## src/rtl/sd_image_load_sequencer.sv

```systemverilog
// Loads one image from the SD card into the frame buffer, one 512-byte block at a time.
// Each image index maps to a block range. Every two bytes form one 12-bit pixel, and pixels
// are written in raster order. A block that times out or ends short is retried. A change of
// selection aborts the load, but only at a block boundary.
module sd_image_load_sequencer #(
  parameter int unsigned IMG_PIXELS     = 76800,
  parameter int unsigned BLOCKS_PER_IMG = 300,
  parameter int unsigned BASE_BLOCK     = 0,
  parameter int unsigned IMG_STRIDE     = 512,
  parameter int unsigned TIMEOUT_CYC    = 1000000,
  parameter int unsigned MAX_RETRY      = 3
) (
  input  logic        clk,
  input  logic        reset,
  input  logic [3:0]  image_select,
  output logic        sd_read_block,
  output logic [31:0] sd_block_addr,
  input  logic        sd_busy,
  input  logic [7:0]  sd_data_in,
  input  logic        sd_data_valid,
  output logic        fb_write_en,
  output logic [16:0] fb_write_addr,
  output logic [11:0] fb_write_data,
  output logic        loading,
  output logic        load_done,
  output logic        load_error
);

  localparam int unsigned BlkW = $clog2(BLOCKS_PER_IMG + 1);
  localparam int unsigned TmrW = $clog2(TIMEOUT_CYC);
  localparam int unsigned RtyW = $clog2(MAX_RETRY + 2);
  localparam int unsigned PixW = 17;

  localparam logic [9:0]      BlockBytes = 10'd512;
  localparam logic [TmrW-1:0] TmrLast    = TmrW'(TIMEOUT_CYC - 1);
  localparam logic [BlkW-1:0] BlkLast    = BlkW'(BLOCKS_PER_IMG);
  localparam logic [RtyW-1:0] RtyMax     = RtyW'(MAX_RETRY);

  typedef enum logic [3:0] {
    StIdle,
    StWaitReady,
    StIssue,
    StWaitAccept,
    StReceive,
    StFail,
    StNext,
    StDone,
    StError
  } state_e;

  state_e          state_q, state_d;
  logic [3:0]      sel_meta_q, sel_sync_q;
  logic [1:0]      sync_vld_q;
  logic [3:0]      cur_sel_q, cur_sel_d;
  logic            pending_q, pending_d;
  logic [BlkW-1:0] blk_q, blk_d;
  logic [PixW-1:0] pix_q, pix_d;
  logic [RtyW-1:0] retry_q, retry_d;
  logic [9:0]      byte_cnt_q, byte_cnt_d;
  logic [TmrW-1:0] timer_q, timer_d;
  logic [7:0]      lo_q, lo_d;
  logic [31:0]     addr_q, addr_d;
  logic            we_q, we_d;
  logic [16:0]     waddr_q, waddr_d;
  logic [11:0]     wdata_q, wdata_d;
  logic            loading_q, loading_d;
  logic            done_q, done_d;
  logic            error_q, error_d;

  // Two-flop synchronizer for the selection. sync_vld_q holds off the first latch until
  // the synchronizer has filled with the real input value after reset.
  always_ff @(posedge clk or negedge reset) begin
    if (!reset) begin
      sel_meta_q <= 4'd0;
      sel_sync_q <= 4'd0;
      sync_vld_q <= 2'b00;
    end else begin
      sel_meta_q <= image_select;
      sel_sync_q <= sel_meta_q;
      sync_vld_q <= {sync_vld_q[0], 1'b1};
    end
  end

  // State register and datapath registers.
  always_ff @(posedge clk or negedge reset) begin
    if (!reset) begin
      state_q    <= StIdle;
      cur_sel_q  <= 4'd0;
      pending_q  <= 1'b1;
      blk_q      <= '0;
      pix_q      <= '0;
      retry_q    <= '0;
      byte_cnt_q <= '0;
      timer_q    <= '0;
      lo_q       <= 8'd0;
      addr_q     <= 32'd0;
      we_q       <= 1'b0;
      waddr_q    <= 17'd0;
      wdata_q    <= 12'd0;
      loading_q  <= 1'b0;
      done_q     <= 1'b0;
      error_q    <= 1'b0;
    end else begin
      state_q    <= state_d;
      cur_sel_q  <= cur_sel_d;
      pending_q  <= pending_d;
      blk_q      <= blk_d;
      pix_q      <= pix_d;
      retry_q    <= retry_d;
      byte_cnt_q <= byte_cnt_d;
      timer_q    <= timer_d;
      lo_q       <= lo_d;
      addr_q     <= addr_d;
      we_q       <= we_d;
      waddr_q    <= waddr_d;
      wdata_q    <= wdata_d;
      loading_q  <= loading_d;
      done_q     <= done_d;
      error_q    <= error_d;
    end
  end

  // Next-state logic for the block sequencing, retry and pixel packing.
  always_comb begin
    state_d    = state_q;
    cur_sel_d  = cur_sel_q;
    // Sticky: a selection that returns to cur_sel before the next block boundary still
    // forces a reload.
    pending_d  = pending_q | (sel_sync_q != cur_sel_q);
    blk_d      = blk_q;
    pix_d      = pix_q;
    retry_d    = retry_q;
    byte_cnt_d = byte_cnt_q;
    timer_d    = timer_q;
    lo_d       = lo_q;
    addr_d     = addr_q;
    we_d       = 1'b0;
    waddr_d    = waddr_q;
    wdata_d    = wdata_q;
    loading_d  = loading_q;
    done_d     = done_q;
    error_d    = error_q;

    unique case (state_q)
      StIdle: begin
        if (pending_q && sync_vld_q[1]) begin
          cur_sel_d = sel_sync_q;
          pending_d = 1'b0;
          blk_d     = '0;
          pix_d     = '0;
          retry_d   = '0;
          loading_d = 1'b1;
          done_d    = 1'b0;
          error_d   = 1'b0;
          state_d   = StWaitReady;
        end
      end
      StWaitReady: begin
        if (!sd_busy) begin
          addr_d  = BASE_BLOCK + 32'(cur_sel_q) * IMG_STRIDE + 32'(blk_q);
          state_d = StIssue;
        end
      end
      StIssue: begin
        timer_d = '0;
        state_d = StWaitAccept;
      end
      StWaitAccept: begin
        if (sd_busy) begin
          byte_cnt_d = '0;
          timer_d    = '0;
          state_d    = StReceive;
        end else if (timer_q == TmrLast) begin
          state_d = StFail;
        end else begin
          timer_d = timer_q + TmrW'(1);
        end
      end
      StReceive: begin
        timer_d = timer_q + TmrW'(1);
        if (sd_data_valid) begin
          timer_d = '0;
          if (byte_cnt_q < BlockBytes) begin
            byte_cnt_d = byte_cnt_q + 10'd1;
            if (!byte_cnt_q[0]) begin
              lo_d = sd_data_in;
            end else begin
              // Registered write: the strobe appears on the cycle after the odd byte.
              if (32'(pix_q) < IMG_PIXELS) begin
                we_d    = 1'b1;
                waddr_d = pix_q;
                wdata_d = {sd_data_in[3:0], lo_q};
              end
              pix_d = pix_q + PixW'(1);
            end
          end
        end
        // byte_cnt_d counts a final byte that arrives in the same cycle as busy falling.
        if (!sd_busy) begin
          state_d = (byte_cnt_d == BlockBytes) ? StNext : StFail;
        end else if (!sd_data_valid && timer_q == TmrLast) begin
          state_d = StFail;
        end
      end
      StFail: begin
        retry_d = retry_q + RtyW'(1);
        pix_d   = PixW'({blk_q, 8'h00});
        state_d = (retry_d > RtyMax) ? StError : StWaitReady;
      end
      StNext: begin
        blk_d   = blk_q + BlkW'(1);
        retry_d = '0;
        if (pending_q) begin
          state_d = StIdle;
        end else if (blk_d == BlkLast) begin
          state_d = StDone;
        end else begin
          state_d = StWaitReady;
        end
      end
      StDone: begin
        loading_d = 1'b0;
        done_d    = 1'b1;
        state_d   = StIdle;
      end
      StError: begin
        loading_d = 1'b0;
        error_d   = 1'b1;
        state_d   = StIdle;
      end
      default: state_d = StIdle;
    endcase
  end

  assign sd_read_block = (state_q == StIssue);
  assign sd_block_addr = addr_q;
  assign fb_write_en   = we_q;
  assign fb_write_addr = waddr_q;
  assign fb_write_data = wdata_q;
  assign loading       = loading_q;
  assign load_done     = done_q;
  assign load_error    = error_q;

endmodule

```

## config.mk

```make
export PLATFORM = sky130hd
export DESIGN_NAME = sd_image_load_sequencer
export DESIGN_NICKNAME = d
export VERILOG_FILES = /design/src/rtl/sd_image_load_sequencer.sv
export SDC_FILE = /design/constraint.sdc
export NUM_CORES = 1
export LEC_CHECK = 0
export BUFFER_PORTS_ARGS = -buffer_cell sky130_fd_sc_hd__buf_4
export CORE_UTILIZATION = 58
export CTS_CLUSTER_SIZE = 8
export DETAILED_ROUTE_END_ITERATION = 8
export GPL_TIMING_DRIVEN = 0
export PLACE_DENSITY_LB_ADDON = 0.05
export SYNTH_ARGS = -nofsm -noshare
export SYNTH_HDL_FRONTEND = slang
export SYNTH_SLANG_ARGS = --single-unit
```

## constraint.sdc

```tcl
create_clock -name clk -period 2.56 [get_ports clk]
set_input_delay 0.768 -clock clk [delete_from_list [all_inputs] [get_ports clk]]
set_output_delay 0.768 -clock clk [all_outputs]
set_load 0.02 [all_outputs]
```

==> flow_summary.yaml, run 1 <==
clocking:
  cts-htree-levels: 4
  clock_tree.root_cell: "sky130_fd_sc_hd__clkbuf_16"
  cts.path.max_buffers: 2
  worst_skew_pair.late_latency_ns: 0.42
  numCtsBuffers: 17
  numClockSinks: 132
  cts_resized: 0
  clock_tree_from_tritoncts: "done"
  clk_transition_reported_paths_ns: 0.06
  cts_hold_buffers: 0
  cts_setup_buffers: 0
grt:
  vias_in_the_first_global_route: 5080
  gr-usage-all-layers: 0.266
  grt_antenna_before_repair: 0
  wire_length_of_the_first_global_routing_pass_mm: 24.2
  grt_max_degree: 97
  globalRoute.totalOverflow: 0
yosys:
  avgSynthCellArea_sq_um: 10.2
  edff_count_synth: 0
  asyncSetResetFlopFracSynth: 1.00
  seq_area_frac_synth: 0.500
  yosys_warnings: 0
  yosys_most_used_dff: "sky130_fd_sc_hd__dfrtp_1"
  synth-seq-cells: 132
  synth_cells: 649
  syn-cell-area_sq_mm: 0.00661
  synth.lib_cells_used.distinct: 67
floorplanning:
  floorplan.initialDensity: 0.602
  fp-row-count: 38
  die_height_um: 109
  die-width_um: 109
  area_enclosed_by_the_die_boundary_sq_mm: 0.0118
  pin_count: 82
  core_ar_sq_mm: 0.0110
route:
  routedWlPerCell_um: 16.4
  dr.pass1.iters: 5
  via_count: 5282
  violation_count_after_the_first_detailed_routing_iteration: 510
  ant_nets: 0
  drc: 0
  detail_route.wirelength_mm: 14.8
  routed_via_density: 5.87
critical_path:
  worstPathArrival_ns: 1.59
  cp-start-kind: "register"
  worstReg2RegStart: "state_q[1]$_DFFE_PN0P_"
  setup.worst_path.class: "reg2out"
  crit_path_start: "state_q[3]$_DFFE_PN0P_"
  destination_of_the_worst_register_to_register_timing_path: "lo_q[2]$_DFFE_PN0P_"
  regToRegSetupSlack_ns: 0.29
  endpoint_kind: "output port"
  worstPathRequired_ns: 1.79
  worstRegToRegCells: 5
  timing.critical_path.fanout_max: 10
timing:
  transition_time_at_the_pin_with_the_least_slew_margin_ns: 0.608
  worst_setup_skew_after_layout_ns: 0.00479
  setup-violations-final: 0
  drv_slew: 0
  smallest_hold_slack_ns: 0.248
  rsz0062_at_grt: "false"
  hold_viol_final: 0
  slew-limit-headroom: 0.593
  fmax_ghz: 0.423
  timing.final.crit_share: 0.923
  final_period_minus_worst_setup_slack_ns: 2.36
  finalSetupTns_ns: 0
layout:
  drive_gt1_frac: 0.255
  antenna_cells: 0
  finalNonFillerCells: 900
  relative_area_change_from_synthesis_to_final_layout_pct: 20.0
  filler_cell_count: 801
  post-route-util: 0.722
  finish.net_count: 770
place:
  post-place-cells: 868
  dp_hpwl_mm: 10.1
  globalplace.congestion: 0.855
  io_buffers: 60
pwr:
  ir_worst_vdd_mv: 0.807
  total_power_uw: 7010
  leakage_uw: 0.00373
  power.density_mw_per_mm2: 884
run:
  max_cap_violations: 0
worst_hold_path:
  worst_hold_path_type: "in2async"
run_status:
  status: "finished, final reports clean"
==> logic make-up after synthesis <==
| logic type | after synthesis | synth area share |
|---|---|---|
| flip-flops | 132 | 0.500 |
| XOR/XNOR | 18 | 0.0239 |
| AO/OA/AOI/OAI | 157 | 0.147 |
| adder cells (fa/ha/maj) | 7 | 0.0133 |
| multiplexers | 51 | 0.0867 |
| buffers and inverters | 56 | 0.0492 |
| AND/OR/NAND/NOR | 226 | 0.179 |
| other | 2 | 0.00114 |
==> critical path, stage by stage, from the launching register on <==
cell                      delay (ns)
sky130_fd_sc_hd__dfrtp_1        0.42
sky130_fd_sc_hd__buf_2          0.20
sky130_fd_sc_hd__or2_4          0.29
sky130_fd_sc_hd__nor2_1         0.11
sky130_fd_sc_hd__buf_4          0.15
==> worst max path at each step <==
stage                                         end  slack [ns]  depth (start not counted)
floorplan           fb_write_data[11]$_DFFE_PN0P_        0.27                          8
global placement    fb_write_addr[15]$_DFFE_PN0P_       -0.01                          8
detailed placement  fb_write_data[11]$_DFFE_PN0P_       -0.04                          8
CTS                                 sd_read_block        0.19                          4
global route        fb_write_addr[13]$_DFFE_PN0P_        0.11                          7
finish                              sd_read_block        0.20                          4
==> Yosys cell counts, drive strengths merged, types with 3 or more instances <==
master | count | share of area
a31oi | 11 | 0.011
mux2 | 50 | 0.085
xor2 | 13 | 0.017
nor3 | 12 | 0.012
and3 | 8 | 0.0076
xnor2 | 5 | 0.0066
nor3b | 4 | 0.0045
nand2 | 61 | 0.035
a21oi | 32 | 0.024
o21ai | 65 | 0.049
o41ai | 5 | 0.0078
a21o | 9 | 0.010
o31ai | 9 | 0.010
nand3 | 28 | 0.021
nand2b | 10 | 0.0095
nor2 | 56 | 0.032
and4 | 3 | 0.0040
inv | 3 | 0.0017
dfrtp | 131 | 0.50
a211o | 3 | 0.0040
buf | 38 | 0.039
ha | 7 | 0.013
nand4 | 17 | 0.016
clkbuf | 15 | 0.0085
and2 | 3 | 0.0028
nor4 | 5 | 0.0093
or2 | 3 | 0.0032
or3 | 3 | 0.0028
==> state kept, by name, indices dropped and copies added, names as in the netlist <==
name,count
cur_sel_q,4
load_done,1
sd_block_addr,13
fb_write_data,12
load_error,1
sel_sync_q,4
sel_meta_q,4
pending_q,1
fb_write_addr,17
fb_write_en,1
blk_q,9
lo_q,8
state_q,4
byte_cnt_q,10
retry_q,3
pix_q,17
timer_q,20
sync_vld_q,2
loading,1
==> placed cells by master (no fill, tap or decap), types with 4 or more instances in the layout <==
master,instances
sky130_fd_sc_hd__dfrtp_1,131
sky130_fd_sc_hd__o21ai_0,64
sky130_fd_sc_hd__conb_1,20
sky130_fd_sc_hd__nand2_1,60
sky130_fd_sc_hd__a31oi_1,10
sky130_fd_sc_hd__buf_2,11
sky130_fd_sc_hd__o31ai_1,9
sky130_fd_sc_hd__nor3b_1,4
sky130_fd_sc_hd__clkbuf_1,16
sky130_fd_sc_hd__and3_1,8
sky130_fd_sc_hd__xnor2_1,5
sky130_fd_sc_hd__ha_1,7
sky130_fd_sc_hd__nand3_1,28
sky130_fd_sc_hd__nand4_1,17
sky130_fd_sc_hd__nor2_1,55
sky130_fd_sc_hd__buf_4,80
sky130_fd_sc_hd__a21o_1,9
sky130_fd_sc_hd__nor3_1,10
sky130_fd_sc_hd__xor2_1,13
sky130_fd_sc_hd__buf_6,4
sky130_fd_sc_hd__o41ai_1,4
sky130_fd_sc_hd__mux2_2,50
sky130_fd_sc_hd__a21oi_1,32
sky130_fd_sc_hd__clkinvlp_4,4
sky130_fd_sc_hd__nand2b_1,10
sky130_fd_sc_hd__clkbuf_16,17
==> final cells by class <==
type	instances	area, sq um	share of cell area
inverters	3	11.3	0.00142
flip-flops and latches	132	3300	0.417
plain buffers	53	314	0.0396
clock inverters	11	126	0.0159
clock buffers	21	470	0.0593
repair buffers	61	482	0.0607
well taps	140	175	0.0221
multi-input cells	479	3050	0.384
==> power breakdown <==
part           internal, uW  leakage [uW]  total [uW]  switching, uW
sequential             2360       0.00178        2550            196
clock                  1510      0.000282        2420            907
combinational           793       0.00167        2030           1240
total                  4660       0.00373        7010           2340
==> per-stage QoR <==
step	cell area, sq um	setup slack (ns)
floorplan	6680	0.266
global placement	7300	-0.00993
detailed placement	7330	-0.0416
CTS	7930	0.191
global route	7930	0.113
finish	7930	0.198
==> metal layers <==
metal | part of all wire | global-route usage | wire length (um)
met1 | 0.45 | 0.352 | 6580
met2 | 0.49 | 0.425 | 7190
met3 | 0.048 | 0.0622 | 714
met4 | 0.019 | 0.104 | 276
met5 | 0 | 0 | 0
(Power assumes the default switching activity.)
==> run 2, diff against run 1 <==
--- a/config.mk
+++ b/config.mk
@@ -6,7 +6,7 @@
 export NUM_CORES = 1
 export LEC_CHECK = 0
 export BUFFER_PORTS_ARGS = -buffer_cell sky130_fd_sc_hd__buf_4
-export CORE_UTILIZATION = 58
+export CORE_UTILIZATION = 63
 export CTS_CLUSTER_SIZE = 8
 export DETAILED_ROUTE_END_ITERATION = 8
 export GPL_TIMING_DRIVEN = 0
==> constraint.sdc (replaced) <==
create_clock -name clk -period 2.8 [get_ports clk]
set_input_delay 0.84 -clock clk [delete_from_list [all_inputs] [get_ports clk]]
set_output_delay 0.84 -clock clk [all_outputs]
set_load 0.02 [all_outputs]
==> flow_summary.yaml, run 2 (synthesized netlist as in run 1, its figures left out) <==
floorplanning:
  floorplan.initialDensity: 0.646
  core_ar_sq_mm: 0.0102
  fp-row-count: 37
  die_height_um: 104
  die-width_um: 104
  pin_count: 82
  area_enclosed_by_the_die_boundary_sq_mm: 0.0109
layout:
  relative_area_change_from_synthesis_to_final_layout_pct: 19.5
  filler_cell_count: 694
  largest-register: "timer_q"
  finish.net_count: 770
  antenna_cells: 0
  drive_gt1_frac: 0.249
  largest_register_ffs: 20
  layout_commonest_cell: "sky130_fd_sc_hd__dfrtp_1"
  final_cell_mix: "sky130_fd_sc_hd__dfrtp_1 (131), sky130_fd_sc_hd__buf_4 (80), sky130_fd_sc_hd__o21ai_0 (64)"
timing:
  timing.final.crit_share: 0.906
  setup-violations-final: 0
  drv_slew: 0
  rsz0062_at_grt: "false"
  fmax_ghz: 0.394
  worst_setup_skew_after_layout_ns: 0.0131
  smallest_hold_slack_ns: 0.208
  transition_time_at_the_pin_with_the_least_slew_margin_ns: 0.652
  hold_viol_final: 0
  finalSetupTns_ns: 0
  slew-limit-headroom: 0.561
  final_period_minus_worst_setup_slack_ns: 2.54
clocking:
  clock_tree_from_tritoncts: "done"
  clock_tree.root_cell: "sky130_fd_sc_hd__clkbuf_8"
  numClockSinks: 132
  worst_skew_pair.late_latency_ns: 0.53
  cts_resized: 0
  cts-htree-levels: 4
  clk_transition_reported_paths_ns: 0.06
  cts.path.max_buffers: 2
  cts_hold_buffers: 0
  numCtsBuffers: 17
  cts_setup_buffers: 0
place:
  dp_hpwl_mm: 10.2
  io_buffers: 60
  globalplace.congestion: 0.877
run_status:
  status: "finished, final reports clean"
grt:
  grt_max_degree: 97
  wire_length_of_the_first_global_routing_pass_mm: 25.4
  grt.met1_usage: 0.386
  met2_usage: 0.475
  grt_antenna_before_repair: 0
  globalRoute.totalOverflow: 0
  top_usage_layer: "met2"
  vias_in_the_first_global_route: 5247
  gr-usage-met3: 0.0614
  gr-usage-all-layers: 0.296
critical_path:
  critPathMaxStageDelay_ns: 0.42
  destination_of_the_worst_register_to_register_timing_path: "fb_write_data[11]$_DFFE_PN0P_"
  worstReg2RegStart: "state_q[2]$_DFFE_PN0P_"
  worstPathRequired_ns: 1.96
  crit_path_cell_trace: "buf_2 > or2_4 > nor2_1 > buf_4"
  timing.critical_path.fanout_max: 10
  cp_num_buf_inv: 2
  endpoint_kind: "output port"
  critical_path_cell_count: 4
  worstRegToRegCells: 7
  worstPathArrival_ns: 1.70
  cp-start-kind: "register"
  critPathSlowestCell: "sky130_fd_sc_hd__dfrtp_1"
  setup.worst_path.class: "reg2out"
  critical_path.top_delay_family: "flip-flops"
  regToRegSetupSlack_ns: 0.50
pwr:
  ir_worst_vdd_mv: 0.635
  total_power_uw: 6340
  power.density_mw_per_mm2: 803
  leakage_uw: 0.00373
route:
  drc: 0
  via_count: 5368
  routedWlPerCell_um: 16.7
  ant_nets: 0
  routed_via_density: 6.00
  dr.pass1.iters: 5
  violation_count_after_the_first_detailed_routing_iteration: 321
  detail_route.wirelength_mm: 14.9
run:
  max_cap_violations: 0
worst_hold_path:
  worst_hold_path_type: "in2async"
[run 2: worst max path at each step]
stage | startpoint | endpoint | slack [ns]
2_1_floorplan | sd_data_valid | fb_write_data[11]$_DFFE_PN0P_ | 0.43
3_3_place_gp | sd_data_valid | fb_write_addr[10]$_DFFE_PN0P_ | 0.17
3_5_place_dp | sd_data_valid | fb_write_data[11]$_DFFE_PN0P_ | 0.12
4_1_cts | state_q[3]$_DFFE_PN0P_ | sd_read_block | 0.25
5_1_grt | state_q[3]$_DFFE_PN0P_ | sd_read_block | 0.19
6_report | state_q[3]$_DFFE_PN0P_ | sd_read_block | 0.26
[run 2: layout make-up]
cell class | count | area [sq um] | share of cell area
Sequential cell | 132 | 3300 | 0.418
Multi-Input combinational cell | 479 | 3050 | 0.386
Clock buffer | 26 | 498 | 0.0631
Timing Repair Buffer | 61 | 482 | 0.0610
Buffer | 53 | 314 | 0.0398
Tap cell | 136 | 170 | 0.0215
Clock inverter | 4 | 70.1 | 0.00887
Inverter | 3 | 11.3 | 0.00143
[run 2: per-layer routing]
layer  vias up  routed length (um)
met2       184                7380
met1      2637                6540
met5         -                   0
li1       2515                   -
met3        32                 703
met4         0                 327
[run 2: stage by stage]
stage	area (sq um)	setup slack [ns]	std cells	util
6_report	7900	0.262	894	0.772
5_1_grt	7900	0.194	894	0.772
2_1_floorplan	6680	0.434	667	-
3_3_place_gp	7300	0.170	863	0.713
3_5_place_dp	7330	0.118	864	0.716
4_1_cts	7900	0.250	894	0.772
[run 2: power breakdown]
part	switching [uW]	total (uW)	leakage [uW]	internal [uW]
clock	753	2130	0.000281	1370
sequential	180	2340	0.00178	2160
combinational	1150	1870	0.00167	727
==> run 3, diff against run 2 <==
--- a/config.mk
+++ b/config.mk
@@ -11,6 +11,7 @@
 export DETAILED_ROUTE_END_ITERATION = 8
 export GPL_TIMING_DRIVEN = 0
 export PLACE_DENSITY_LB_ADDON = 0.05
+export RECOVER_POWER = 100
 export SYNTH_ARGS = -nofsm -noshare
 export SYNTH_HDL_FRONTEND = slang
 export SYNTH_SLANG_ARGS = --single-unit
==> constraint.sdc (replaced) <==
create_clock -name clk -period 3.3 [get_ports clk]
set_input_delay 0.99 -clock clk [delete_from_list [all_inputs] [get_ports clk]]
set_output_delay 0.99 -clock clk [all_outputs]
set_load 0.02 [all_outputs]
==> flow_summary.yaml, run 3 (synthesized netlist as in run 1, its figures left out) <==
layout:
  sequential_cell_area_sq_mm: 0.00330
  multi_input_area_sq_mm: 0.00303
  largest_register_ffs: 20
  filler_cell_count: 755
  antenna_cells: 0
  finish.instance_area_sq_mm: 0.00767
  largest-register: "timer_q"
  final_cell_mix: "sky130_fd_sc_hd__dfrtp_1 (131), sky130_fd_sc_hd__clkbuf_1 (78), sky130_fd_sc_hd__o21ai_0 (65)"
  drive_gt1_frac: 0.170
  relative_area_change_from_synthesis_to_final_layout_pct: 16.1
  layout_commonest_cell: "sky130_fd_sc_hd__dfrtp_1"
  finish.net_count: 770
critical_path:
  setup.worst_path.class: "reg2out"
  crit_path_cell_trace: "clkbuf_1 > nand2b_1 > nor2_1 > clkbuf_1"
  cp_num_buf_inv: 2
  timing.critical_path.fanout_max: 9
  endpoint_kind: "output port"
  crit_path_start: "state_q[1]$_DFFE_PN0P_"
  cp-start-kind: "register"
  destination_of_the_worst_register_to_register_timing_path: "fb_write_data[11]$_DFFE_PN0P_"
  critPathSlowestCell: "sky130_fd_sc_hd__clkbuf_1"
  regToRegSetupSlack_ns: 0.53
  worst_path_most_repeated_cell: "sky130_fd_sc_hd__clkbuf_1"
  cp-endpoint: "sd_read_block"
  worstReg2RegStart: "state_q[2]$_DFFE_PN0P_"
  worstPathRequired_ns: 2.31
  critical_path.top_delay_family: "buffers and inverters"
  worstRegToRegCells: 7
  worstPathArrival_ns: 1.90
  critical_path_cell_count: 4
  critPathMaxStageDelay_ns: 0.42
route:
  violation_count_after_the_first_detailed_routing_iteration: 320
  routed_via_density: 6.05
  ant_nets: 0
  via_count: 5408
  drc: 0
  routedWlPerCell_um: 16.6
  detail_route.wirelength_mm: 14.8
  dr.pass1.iters: 5
clocking:
  clock_tree.root_cell: "sky130_fd_sc_hd__clkbuf_8"
  worst_skew_pair.late_latency_ns: 0.53
  numCtsBuffers: 17
  cts_hold_buffers: 0
  clk_transition_reported_paths_ns: 0.06
  numClockSinks: 132
  cts.path.max_buffers: 2
  clock_tree_from_tritoncts: "done"
  cts_setup_buffers: 0
  cts-htree-levels: 4
  cts_resized: 0
floorplanning:
  die-width_um: 104
  pin_count: 82
  area_enclosed_by_the_die_boundary_sq_mm: 0.0109
  die_height_um: 104
  core_ar_sq_mm: 0.0102
  fp-row-count: 37
  floorplan.initialDensity: 0.646
grt:
  grt_max_degree: 97
  wire_length_of_the_first_global_routing_pass_mm: 25.4
  globalRoute.totalOverflow: 0
  vias_in_the_first_global_route: 5247
  gr-usage-all-layers: 0.296
  grt_antenna_before_repair: 0
run_status:
  failed_checks: "capacitance limit, slew limit"
  status: "complete, but fails checks"
timing:
  timing.final.crit_share: 0.875
  setup-violations-final: 0
  fmax_ghz: 0.346
  slew-limit-headroom: -0.355
  hold_viol_final: 0
  drv_slew: 37
  worst_setup_skew_after_layout_ns: 0.0112
  final_period_minus_worst_setup_slack_ns: 2.89
  finalSetupTns_ns: 0
  transition_time_at_the_pin_with_the_least_slew_margin_ns: 2.03
  rsz0062_at_grt: "false"
worst_hold_path:
  worst_hold_path.num_cells: 0
  worst_hold_path_type: "reg2reg"
place:
  dp_hpwl_mm: 10.2
  io_buffers: 60
  globalplace.congestion: 0.877
  post_dp_cell_area_sq_mm: 0.00733
pwr:
  ir_worst_vdd_mv: 0.534
  leakage_uw: 0.00349
  power.density_mw_per_mm2: 689
run:
  max_cap_violations: 1
[run 3: cell count changes in the layout (fill, tap and decap cells not counted), sizes merged]
| cell | previous run | this run |
|---|---|---|
| clkbuf | 41 | 104 |
| buf | 99 | 36 |
[run 3: power by group]
part,internal (uW),switching (uW)
registers,1830,151
clock network,1160,636
logic,537,968
[run 3: metrics by stage]
stage / total power (uW) / hold slack, ns / utilization / setup WS, ns / instances
after global routing: 5550 / 0.352 / 0.750 / 0.282 / 894
after floorplan: 3080 / 0.331 / - / 0.784 / 667
after global placement: 3490 / 0.332 / 0.713 / 0.520 / 863
after detailed placement: 3570 / 0.336 / 0.716 / 0.468 / 864
final: 5290 / 0.345 / 0.750 / 0.412 / 894
after CTS: 5400 / 0.348 / 0.772 / 0.600 / 894
[run 3: routing by layer]
layer	vias to the layer above	GRT usage	share of wire
met5	-	0	0
met4	0	0.140	0.024
met3	36	0.0614	0.052
met2	194	0.475	0.50
met1	2657	0.386	0.43
li1	2521	-	-
[run 3: cell type report]
cell class              instances  share of cell area
flip-flops and latches        132               0.431
repair buffers                 61              0.0388
multi-input cells             479               0.395
inverters                       3             0.00147
clock inverters                 4             0.00913
well taps                     136              0.0222
plain buffers                  53              0.0383
clock buffers                  26              0.0649
[run 3: how the worst min path moves through the flow]
| stage | startpoint | end | slack [ns] |
|---|---|---|---|
| final | sync_vld_q[0]$_DFF_PN0_ | sync_vld_q[1]$_DFF_PN0_ | 0.34 |
| after global routing | sel_meta_q[2]$_DFF_PN0_ | sel_sync_q[2]$_DFF_PN0_ | 0.35 |
| after CTS | reset | timer_q[6]$_DFFE_PN0P_ | 0.35 |
| after detailed placement | sel_meta_q[2]$_DFF_PN0_ | sel_sync_q[2]$_DFF_PN0_ | 0.34 |
| after global placement | sel_meta_q[2]$_DFF_PN0_ | sel_sync_q[2]$_DFF_PN0_ | 0.33 |
| after floorplan | sel_meta_q[0]$_DFF_PN0_ | sel_sync_q[0]$_DFF_PN0_ | 0.33 |
